<file path="config.mk">
export PLATFORM = sky130hd
export DESIGN_NAME = fetch_queue_flat
export DESIGN_NICKNAME = d
export VERILOG_FILES = /design/src/rtl/fetch_queue_if.sv /design/src/rtl/fetch_queue.sv /design/src/flat_wrapper.sv
export SDC_FILE = /design/constraint.sdc
export NUM_CORES = 1
export LEC_CHECK = 0
export CAP_MARGIN = 10
export CORE_MARGIN = 1.5
export CORE_UTILIZATION = 50
export DETAILED_ROUTE_END_ITERATION = 12
export PLACE_DENSITY = 0.76
export SLEW_MARGIN = 40
export SYNTH_ARGS = -nofsm -noshare
export SYNTH_HDL_FRONTEND = slang
export SYNTH_SLANG_ARGS = --single-unit
export TNS_END_PERCENT = 5
</file>
<file path="constraint.sdc">
create_clock -name clk -period 11.3 [get_ports clk]
set_clock_uncertainty 0.05 [all_clocks]
set_input_delay 2.26 -clock clk [delete_from_list [all_inputs] [get_ports clk]]
set_output_delay 2.26 -clock clk [all_outputs]
set_load 0.005 [all_outputs]
</file>
<file path="src/rtl/fetch_queue_if.sv">
// Handshake bundle between fetch, the fetch queue and decode.
// The queue uses the slave modport; the fetch/decode side (or a bench) uses master.
interface fetch_queue_if #(
  parameter int AW = 32,
  parameter int DW = 32
);
  // Fetch side
  logic          f_valid_in;
  logic          f_ready_out;
  logic [AW-1:0] f_instr_addr_in;
  logic [DW-1:0] f_instr_dat_in;
  // Decode side
  logic          d_valid_out;
  logic          d_ready_in;
  logic [AW-1:0] d_instr_addr_out;
  logic [DW-1:0] d_instr_dat_out;

  modport master (
    output f_valid_in, f_instr_addr_in, f_instr_dat_in, d_ready_in,
    input  f_ready_out, d_valid_out, d_instr_addr_out, d_instr_dat_out
  );

  modport slave (
    input  f_valid_in, f_instr_addr_in, f_instr_dat_in, d_ready_in,
    output f_ready_out, d_valid_out, d_instr_addr_out, d_instr_dat_out
  );
endinterface

</file>
<file path="src/rtl/fetch_queue.sv">
// fetch_queue: FIFO of {instr_addr, instr_dat} pairs between fetch and decode.
// Head outputs are driven straight from storage so consecutive entries flow
// without bubbles. A taken jump (flush_in) empties the queue on the next edge.
// Optional feature macro: FETCH_QUEUE_BYPASS_EN -- when the queue is empty the
// fetch input is forwarded combinationally to decode (0-cycle latency); an
// entry consumed that way is never written.
module fetch_queue #(
  parameter int DEPTH = 4,
  parameter int AW    = 32,
  parameter int DW    = 32
) (
  input  logic                     clk,
  input  logic                     rst,
  input  logic                     flush_in,
  fetch_queue_if.slave             bus,
  output logic [$clog2(DEPTH):0]   count_out
);

  localparam int PW = $clog2(DEPTH);
  localparam int CW = PW + 1;
  localparam logic [PW-1:0] PTR_ONE = {{(PW-1){1'b0}}, 1'b1};
  localparam logic [CW-1:0] CNT_ONE = {{(CW-1){1'b0}}, 1'b1};
  localparam logic [CW-1:0] CNT_FULL = CW'(DEPTH);

  logic [AW-1:0] addr_mem_r [DEPTH];
  logic [DW-1:0] dat_mem_r  [DEPTH];
  logic [PW-1:0] wr_ptr_r;
  logic [PW-1:0] rd_ptr_r;
  logic [CW-1:0] count_r;

  logic          f_ready_s;
  logic          d_valid_s;
  logic [AW-1:0] head_addr_s;
  logic [DW-1:0] head_dat_s;
  logic          push_s;
  logic          pop_s;
  logic          wr_en_s;
  logic          rd_en_s;
  logic          bypass_s;

  // Head selection and valid generation (storage head, or forwarded input when bypassing)
  always_comb begin
    f_ready_s   = ~rst & (count_r != CNT_FULL);
    bypass_s    = 1'b0;
    d_valid_s   = 1'b0;
    head_addr_s = addr_mem_r[rd_ptr_r];
    head_dat_s  = dat_mem_r[rd_ptr_r];
`ifdef FETCH_QUEUE_BYPASS_EN
    bypass_s = (count_r == {CW{1'b0}}) & bus.f_valid_in;
    if (bypass_s) begin
      d_valid_s   = ~flush_in & ~rst;
      head_addr_s = bus.f_instr_addr_in;
      head_dat_s  = bus.f_instr_dat_in;
    end else begin
      d_valid_s   = (count_r != {CW{1'b0}}) & ~flush_in & ~rst;
    end
`else
    d_valid_s = (count_r != {CW{1'b0}}) & ~flush_in & ~rst;
`endif
  end

  // Transfer qualification: which handshakes fire and what they do to storage
  always_comb begin
    push_s = bus.f_valid_in & f_ready_s & ~flush_in;
    pop_s  = d_valid_s & bus.d_ready_in & ~flush_in;
    if (bypass_s & bus.d_ready_in) begin
      // Forwarded entry is consumed directly; storage is untouched.
      wr_en_s = 1'b0;
      rd_en_s = 1'b0;
    end else begin
      wr_en_s = push_s;
      rd_en_s = pop_s & ~bypass_s;
    end
  end

  // Pointer and occupancy tracking; count is kept separately from the pointers
  always_ff @(posedge clk or posedge rst) begin
    if (rst) begin
      wr_ptr_r <= {PW{1'b0}};
      rd_ptr_r <= {PW{1'b0}};
      count_r  <= {CW{1'b0}};
    end else if (flush_in) begin
      wr_ptr_r <= {PW{1'b0}};
      rd_ptr_r <= {PW{1'b0}};
      count_r  <= {CW{1'b0}};
    end else begin
      if (wr_en_s) begin
        wr_ptr_r <= wr_ptr_r + PTR_ONE;
      end else begin
        wr_ptr_r <= wr_ptr_r;
      end
      if (rd_en_s) begin
        rd_ptr_r <= rd_ptr_r + PTR_ONE;
      end else begin
        rd_ptr_r <= rd_ptr_r;
      end
      case ({wr_en_s, rd_en_s})
        2'b10:   count_r <= count_r + CNT_ONE;
        2'b01:   count_r <= count_r - CNT_ONE;
        default: count_r <= count_r;
      endcase
    end
  end

  // Entry storage; cleared on reset, written at the tail on an accepted push
  always_ff @(posedge clk or posedge rst) begin
    if (rst) begin
      for (int i = 0; i < DEPTH; i++) begin
        addr_mem_r[i] <= {AW{1'b0}};
        dat_mem_r[i]  <= {DW{1'b0}};
      end
    end else if (wr_en_s) begin
      addr_mem_r[wr_ptr_r] <= bus.f_instr_addr_in;
      dat_mem_r[wr_ptr_r]  <= bus.f_instr_dat_in;
    end else begin
      addr_mem_r[wr_ptr_r] <= addr_mem_r[wr_ptr_r];
      dat_mem_r[wr_ptr_r]  <= dat_mem_r[wr_ptr_r];
    end
  end

  // Output drive
  always_comb begin
    bus.f_ready_out      = f_ready_s;
    bus.d_valid_out      = d_valid_s;
    bus.d_instr_addr_out = head_addr_s;
    bus.d_instr_dat_out  = head_dat_s;
    count_out            = count_r;
  end

endmodule

</file>
<file path="src/flat_wrapper.sv">
// flat-port wrapper written by rule: the top's interface ports become plain ports
module fetch_queue_flat 
#(
  parameter int DEPTH = 4,
  parameter int AW    = 32,
  parameter int DW    = 32
)
  (clk, rst, flush_in, count_out, bus_f_valid_in, bus_f_instr_addr_in, bus_f_instr_dat_in, bus_d_ready_in, bus_f_ready_out, bus_d_valid_out, bus_d_instr_addr_out, bus_d_instr_dat_out);
  fetch_queue_if #(.AW(AW), .DW(DW)) bus_i ();
  input  logic clk;
  input  logic rst;
  input  logic flush_in;
  output logic [$clog2(DEPTH):0] count_out;
  input wire logic [$bits(bus_i.f_valid_in)-1:0] bus_f_valid_in;
  input wire logic [$bits(bus_i.f_instr_addr_in)-1:0] bus_f_instr_addr_in;
  input wire logic [$bits(bus_i.f_instr_dat_in)-1:0] bus_f_instr_dat_in;
  input wire logic [$bits(bus_i.d_ready_in)-1:0] bus_d_ready_in;
  output wire logic [$bits(bus_i.f_ready_out)-1:0] bus_f_ready_out;
  output wire logic [$bits(bus_i.d_valid_out)-1:0] bus_d_valid_out;
  output wire logic [$bits(bus_i.d_instr_addr_out)-1:0] bus_d_instr_addr_out;
  output wire logic [$bits(bus_i.d_instr_dat_out)-1:0] bus_d_instr_dat_out;
  assign bus_i.f_valid_in = bus_f_valid_in;
  assign bus_i.f_instr_addr_in = bus_f_instr_addr_in;
  assign bus_i.f_instr_dat_in = bus_f_instr_dat_in;
  assign bus_i.d_ready_in = bus_d_ready_in;
  assign bus_f_ready_out = bus_i.f_ready_out;
  assign bus_d_valid_out = bus_i.d_valid_out;
  assign bus_d_instr_addr_out = bus_i.d_instr_addr_out;
  assign bus_d_instr_dat_out = bus_i.d_instr_dat_out;
  fetch_queue #(.DEPTH(DEPTH), .AW(AW), .DW(DW)) u_core (.clk(clk), .rst(rst), .flush_in(flush_in), .bus(bus_i), .count_out(count_out));
endmodule
</file>
# After elaboration in Yosys (flattened, before gate mapping)
# Cells that the tools add are included.
# op_classes
addsub	4
n_mul	0
div	0
n_lt_le_gt_ge	3
n_eq_ne	3
shift	0
n_mux	26
n_bitwise	11
n_reduce_logical	5
# op_table
operator	n
128-bit bitwise mux	4
32-bit 2-to-1 mux	9
32-bit binary-select mux with 2-bit select	4
128-bit 2-to-1 mux	2
32-bit demux with 2-bit select	1
2-bit 2-to-1 mux	4
1-bit AND	7
3-bit >= comparator (second input constant)	2
2-bit inverter with 3-bit output	2
3-bit one-hot mux with 2 select lines	1
3-bit nonzero test	2
2-bit by 1-bit adder with 2-bit output (second input constant)	2
2-bit nonzero test	2
3-bit by 1-bit adder with 3-bit output (second input constant)	1
3-bit by 1-bit < comparator with 1-bit output (second input constant)	1
3-bit 2-to-1 mux	1
3-bit != test (second input constant)	1
3-bit by 1-bit subtractor with 3-bit output (second input constant)	1
2-bit by 1-bit == test with 1-bit output (second input constant)	1
2-bit == test (second input constant)	1
1-bit inverter	2
1-bit logical AND	1
# totals
register_bits	263
latchBits	0
mem_bits_rw	0
rom_bits	0
input_bits	69
output_inout_bits	69
wordCells	63
memories	0

# Logic depth before layout (Yosys ltp)
# Gate-level depths: netlist of the first run.
# depth
depth_word	8
mapped_depth	9
ltp_nobuf	7

# Worst setup path after synthesis of the first run
# No wires, ideal clock.
# synth_timing
path_type	in2out
start	in rst
end	out bus_f_ready_out
arrival_time_ns	8.272
path_slack_ns	0.718
path_stages	2
cell_sequence	inv_1 and2_1
# synth_via
elab_chain_cells	2
# synth_lines
element	line	text
start, declared	flat_wrapper.sv:11	input logic rst;
1-bit inverter	fetch_queue.sv:43	f_ready_s = ~rst & (count_r != CNT_FULL);
1-bit AND	fetch_queue.sv:43	
end, declared	flat_wrapper.sv:18	output wire logic [$bits(bus_i.f_ready_out)-1:0] bus_f_ready_out;
# Every way passes these cells.

# Worst setup path after layout of the first run
# Same ends and word-level chain as after synthesis.

==> results of run 1 <==
## state kept, by name (all words and copies together), names as in the netlist
name / flops
u_core.addr_mem_r: 128
u_core.rd_ptr_r: 2
u_core.dat_mem_r: 128
u_core.count_out: 3
u_core.wr_ptr_r: 2
## path summary, 6_finish.rpt
kind	depth (start not counted)	from	slack (ns)	end
min in group asynchronous	2	rst	2.26	u_core.dat_mem_r[123]
worst max-delay path	4	rst	4.94	bus_f_ready_out
max in group asynchronous	3	rst	7.71	u_core.dat_mem_r[83]
worst min register to register	2	u_core.dat_mem_r[17]	0.49	u_core.dat_mem_r[17]
worst min-delay path	2	u_core.dat_mem_r[17]	0.49	u_core.dat_mem_r[17]
worst max register to register	5	u_core.wr_ptr_r[1]	7.90	u_core.addr_mem_r[47]
## through the flow
stage | hold slack [ns] | worst slack (ns)
final | 0.4929 | 4.942
after global routing | 0.5121 | 4.751
after CTS | 0.4981 | 4.843
after detailed placement | 0.4829 | 4.851
after global placement | 0.4674 | 4.747
after floorplan | 0.4500 | 0.7183
## layer usage
metal  wire length (um)  up-vias  part of all wire [%]
met3               1928       50                   6.1
met4                773        0                   2.5
met2              15770      315                    50
li1                   -     4195                     -
met1              12900     4770                    41
met5                  0        -                     0
## cells by family after synthesis
family / Yosys count / share of synthesized area [%]
simple gates: 278 / 7.878
flops: 263 / 47.36
compound gates: 257 / 9.282
mux: 196 / 31.06
buf+inv: 96 / 3.664
fa+ha+maj: 5 / 0.5042
xor+xnor: 4 / 0.2521
## report_power, final
| group | total, uW | internal, uW | leakage [uW] | switching, uW |
|---|---|---|---|---|
| Combinational | 1280 | 740 | 0.00261 | 545 |
| Clock | 910 | 541 | 0.000445 | 369 |
| Sequential | 1560 | 1290 | 0.00262 | 267 |
## synth_stat cells, types with 2 or more instances
| cell | n |
|---|---|
| nor2b_1 | 2 |
| inv_1 | 3 |
| buf_1 | 6 |
| ha_1 | 4 |
| nor2_1 | 264 |
| mux4_2 | 128 |
| nand2b_1 | 2 |
| clkbuf_1 | 58 |
| dfrtp_1 | 263 |
| buf_12 | 7 |
| buf_4 | 3 |
| a21oi_1 | 256 |
| buf_2 | 19 |
| mux2i_4 | 60 |
| and2_1 | 2 |
| mux2i_1 | 6 |
| xor2_1 | 3 |
## final cells by class
cell class	instances	area (um2)	share of cell area [%]
multi-input combinational	740	6857	41.97
timing repair buffer	149	1480	9.060
sequential	263	6596	40.38
clock inverter	9	100.1	0.6127
inverter	3	23.77	0.1455
tap	372	465.4	2.849
clock buffer	42	814.5	4.986
## worst min-delay path, cell delays in order (launching register included)
cell and delay (ns):
dfrtp_1 0.35, nor2_1 0.05, a21oi_1 0.10
==> flow_summary.yaml, run 1 <==
status:
  status: "complete, no violations"
grt:
  overflow: 0
  met2_usage_pct: 38.24
  first_global_vias: 9522
  met3_usage_pct: 4.035
  track_usage_pct: 22.49
  use_met1_pct: 29.87
  grt_max_degree: 129
  grt_pass1_wl_mm: 50.54
  antenna_found_initial: 0
  grt_busiest_layer: "met2"
synth:
  syn-num-nets: 1173
  syn_area_per_cell_um2: 12.65
  synth_cell_types: 30
  yosys_warnings: 0
  synth_top_cell_area_share_pct: 47.36
  synth_seq_area_share_pct: 47.36
  netlist_area_um2: 13900
  ys_async_sr_fraction_pct: 100.0
  synth_seq_cells: 263
  synthFlopType: "dfrtp_1"
  synth_edf_count: 0
  yosysTopAreaCell: "dfrtp_1"
  syn_inst: 1099
  synthTopCellsByArea: "dfrtp_1 47%, mux4_2 21%, mux2i_4 9.7%"
run:
  max_cap_violations: 0
die:
  die_w_um: 169.7
  dieArea_um2: 28800
  io_pins: 138
  die_h_um: 169.7
  num_rows: 60
  start_util_pct: 51.28
  coreArea_um2: 27100
sta:
  tns_ns: 0
  worst_slew_pin_slew_ns: 0.8265
  min_period_ns: 6.358
  post-route-period-util_pct: 56.27
  rsz0062_at_grt: "no"
  hold_viol: 0
  fmax_ghz: 0.1573
  max-slew-margin-rel_pct: 44.90
  setup_viol: 0
  finalMaxSlewViolations: 0
setup_path:
  critical_path.endpoint_type: "output pin"
  critPathKind: "in2out"
  critPathTopFamily: "buffers and inverters"
  required_ns: 8.99
  crit_fanout: 128
  path_buf_inv: 3
  arrival_ns: 4.05
  path_cells: "clkdlybuf4s50_1 -> inv_12 -> and2_1 -> clkdlybuf4s50_1"
  max_stage_delay_ns: 0.57
  start_kind: "primary input"
  cpMaxStageDelayCell: "clkdlybuf4s50_1"
  timing.critical_path.mode_cell: "clkdlybuf4s50_1"
cts:
  cts_tree: "yes"
  clockBufferDepth: 3
  postCtsHoldBufs: 0
  clockRootBuffer: "clkbuf_16"
  postCtsResizedCells: 0
  path_clk_slew_ns: 0.06
  cts_sinks: 263
  h-tree-depth: 1
  numCtsBuffers: 28
  post-cts-setup-buffers: 0
  worstSkewPairLatency_ns: 0.55
cells_and_area:
  final_common_cell: "nor2_1"
  fin_area_um2: 16340
  drive_gt1_share_pct: 20.98
  fillers: 2106
  fin_util_pct: 60.28
  area_growth_syn_to_layout_pct: 17.56
  final_cells: 1578
  final_cell_mix: "264 x nor2_1, 259 x dfrtp_1, 256 x a21oi_1"
  nets: 1259
  diodes: 0
power_and_ir_drop:
  power_uw: 3754
  pwr_density_cell_nw_per_um2: 229.8
  leakagePower_uw: 0.005677
  ir_drop_mv: 0.1355
detailed_routing:
  wire_per_inst_um: 19.88
  routed_wl_mm: 31.37
  num_vias: 9330
  drc: 0
  vias_per_cell: 5.913
  drtAntennaViolNets: 0
  drt_iter0_drc: 636
  drt_pass1_iterations: 5
place:
  port_buffers: 137
  place_congestion: 0.7725
  placed_area_um2: 15410
  dp_cells: 1527
  dp_hpwl_mm: 18.75
min_path:
  hp-class: "reg2reg"
Note: power is estimated with default switching activity, not from simulation.
==> run 2: changes to the inputs <==
PLACE_DENSITY = 0.79   (was 0.76)
clock period = 5.3 ns   (was 11.3 ns; I/O delays follow)
==> flow_summary.yaml, run 2 (synthesized netlist as in run 1, its figures left out) <==
cts:
  worstSkewPairLatency_ns: 0.54
  clockBufferDepth: 3
  postCtsResizedCells: 0
  cts_tree: "yes"
  cts_sinks: 263
  clockRootBuffer: "clkbuf_16"
  h-tree-depth: 1
  post-cts-setup-buffers: 0
  numCtsBuffers: 28
  path_clk_slew_ns: 0.06
  postCtsHoldBufs: 0
sta:
  setup_viol: 0
  whs_ns: 0.4918
  rsz0062_at_grt: "no"
  finalMaxSlewViolations: 0
  post-route-period-util_pct: 75.89
  fmax_ghz: 0.2486
  worst_slew_pin_slew_ns: 0.8386
  max-slew-margin-rel_pct: 44.09
  hold_viol: 0
  min_period_ns: 4.022
cells_and_area:
  fillers: 2015
  final_common_cell: "nor2_1"
  multiInputGateArea_um2: 6857
  fin_util_pct: 61.14
  area_growth_syn_to_layout_pct: 19.23
  final_cell_mix: "264 x nor2_1, 259 x dfrtp_1, 256 x a21oi_1"
  drive_gt1_share_pct: 22.21
  diodes: 0
  final_cells: 1592
  nets: 1273
  seq_area_um2: 6596
setup_path:
  rr_startpoint: "u_core.wr_ptr_r[0]"
  max_stage_delay_ns: 0.91
  crit_fanout: 38
  start_kind: "flip-flop"
  arrival_ns: 2.91
  r2r_slack_ns: 2.47
  critPathKind: "reg2out"
  worst-path-stages: 3
  critical_path.endpoint_type: "output pin"
  critPathTopFamily: "buffers and inverters"
  worstRegToRegCells: 4
  path_cells: "buf_4 -> mux4_2 -> clkdlybuf4s50_1"
  cpMaxStageDelayCell: "dfrtp_4"
  crit_start: "u_core.rd_ptr_r[1]"
  path_buf_inv: 2
  cp-endpoint: "bus_d_instr_addr_out[10]"
  required_ns: 4.19
  r2r-end: "u_core.dat_mem_r[63]"
detailed_routing:
  drt_iter0_drc: 742
  num_vias: 9361
  drt_pass1_iterations: 5
  routed_wl_mm: 31.94
  drtAntennaViolNets: 0
  drc: 0
  vias_per_cell: 5.880
  wire_per_inst_um: 20.06
grt:
  track_usage_pct: 22.79
  first_global_vias: 9733
  met3_usage_pct: 3.591
  overflow: 0
  use_met1_pct: 30.47
  grt_busiest_layer: "met2"
  antenna_found_initial: 0
  met2_usage_pct: 39.31
  grt_pass1_wl_mm: 51.47
  grt_max_degree: 83
die:
  coreArea_um2: 27100
  start_util_pct: 51.28
  die_h_um: 169.7
  dieArea_um2: 28800
  die_w_um: 169.7
  io_pins: 138
  num_rows: 60
status:
  status: "complete, no violations"
power_and_ir_drop:
  ir_drop_mv: 0.5033
  leakagePower_uw: 0.005780
  power_uw: 8097
  pwr_density_cell_nw_per_um2: 488.7
run:
  max_cap_violations: 0
min_path:
  hold_start: "u_core.addr_mem_r[104]"
  hp-class: "reg2reg"
place:
  dp_hpwl_mm: 19.72
  dp_cells: 1539
  place_congestion: 0.7397
  port_buffers: 137
run 2: report_power, final:
| group | leakage [uW] | total [uW] | internal, uW | switching, uW |
|---|---|---|---|---|
| combinational | 0.00270 | 2740 | 1590 | 1150 |
| clock | 0.000455 | 2010 | 1210 | 808 |
| sequential | 0.00262 | 3340 | 2750 | 585 |
run 2: how the worst min path moves through the flow:
stage | to | slack, ns | cells after the start
finish | u_core.addr_mem_r[104] | 0.49 | 2
global route | u_core.dat_mem_r[14] | 0.51 | 2
CTS | u_core.dat_mem_r[12] | 0.50 | 2
detailed placement | u_core.dat_mem_r[12] | 0.48 | 2
global placement | u_core.addr_mem_r[53] | 0.46 | 2
floorplan | u_core.addr_mem_r[43] | 0.45 | 2
run 2: layout make-up:
type                       instances  area share, %
tap                              372          2.809
timing repair buffer             163          10.10
inverter                           3        0.09061
sequential                       263          39.81
clock inverter                    13         0.9892
clock buffer                      38          4.825
multi-input combinational        740          41.38
run 2: layer usage:
metal	up-vias	part of all wire, %
met2	343	51
li1	4233	-
met3	40	6.3
met4	0	1.6
met1	4745	42
met5	-	0
run 2: worst min-delay path, cell delays in order (launching register included):
cell and delay, ns:
dfrtp_1 0.36, nor2_1 0.05, a21oi_1 0.10
run 2: stage by stage:
| step | TNS (ns) | cell area, um2 | worst slack (ns) |
|---|---|---|---|
| after floorplan | -6.025 | 13900 | -1.356 |
| after global placement | 0 | 15490 | 1.517 |
| after detailed placement | 0 | 15550 | 1.529 |
| after CTS | 0 | 16520 | 1.150 |
| after global routing | 0 | 16570 | 1.165 |
| final | 0 | 16570 | 1.278 |
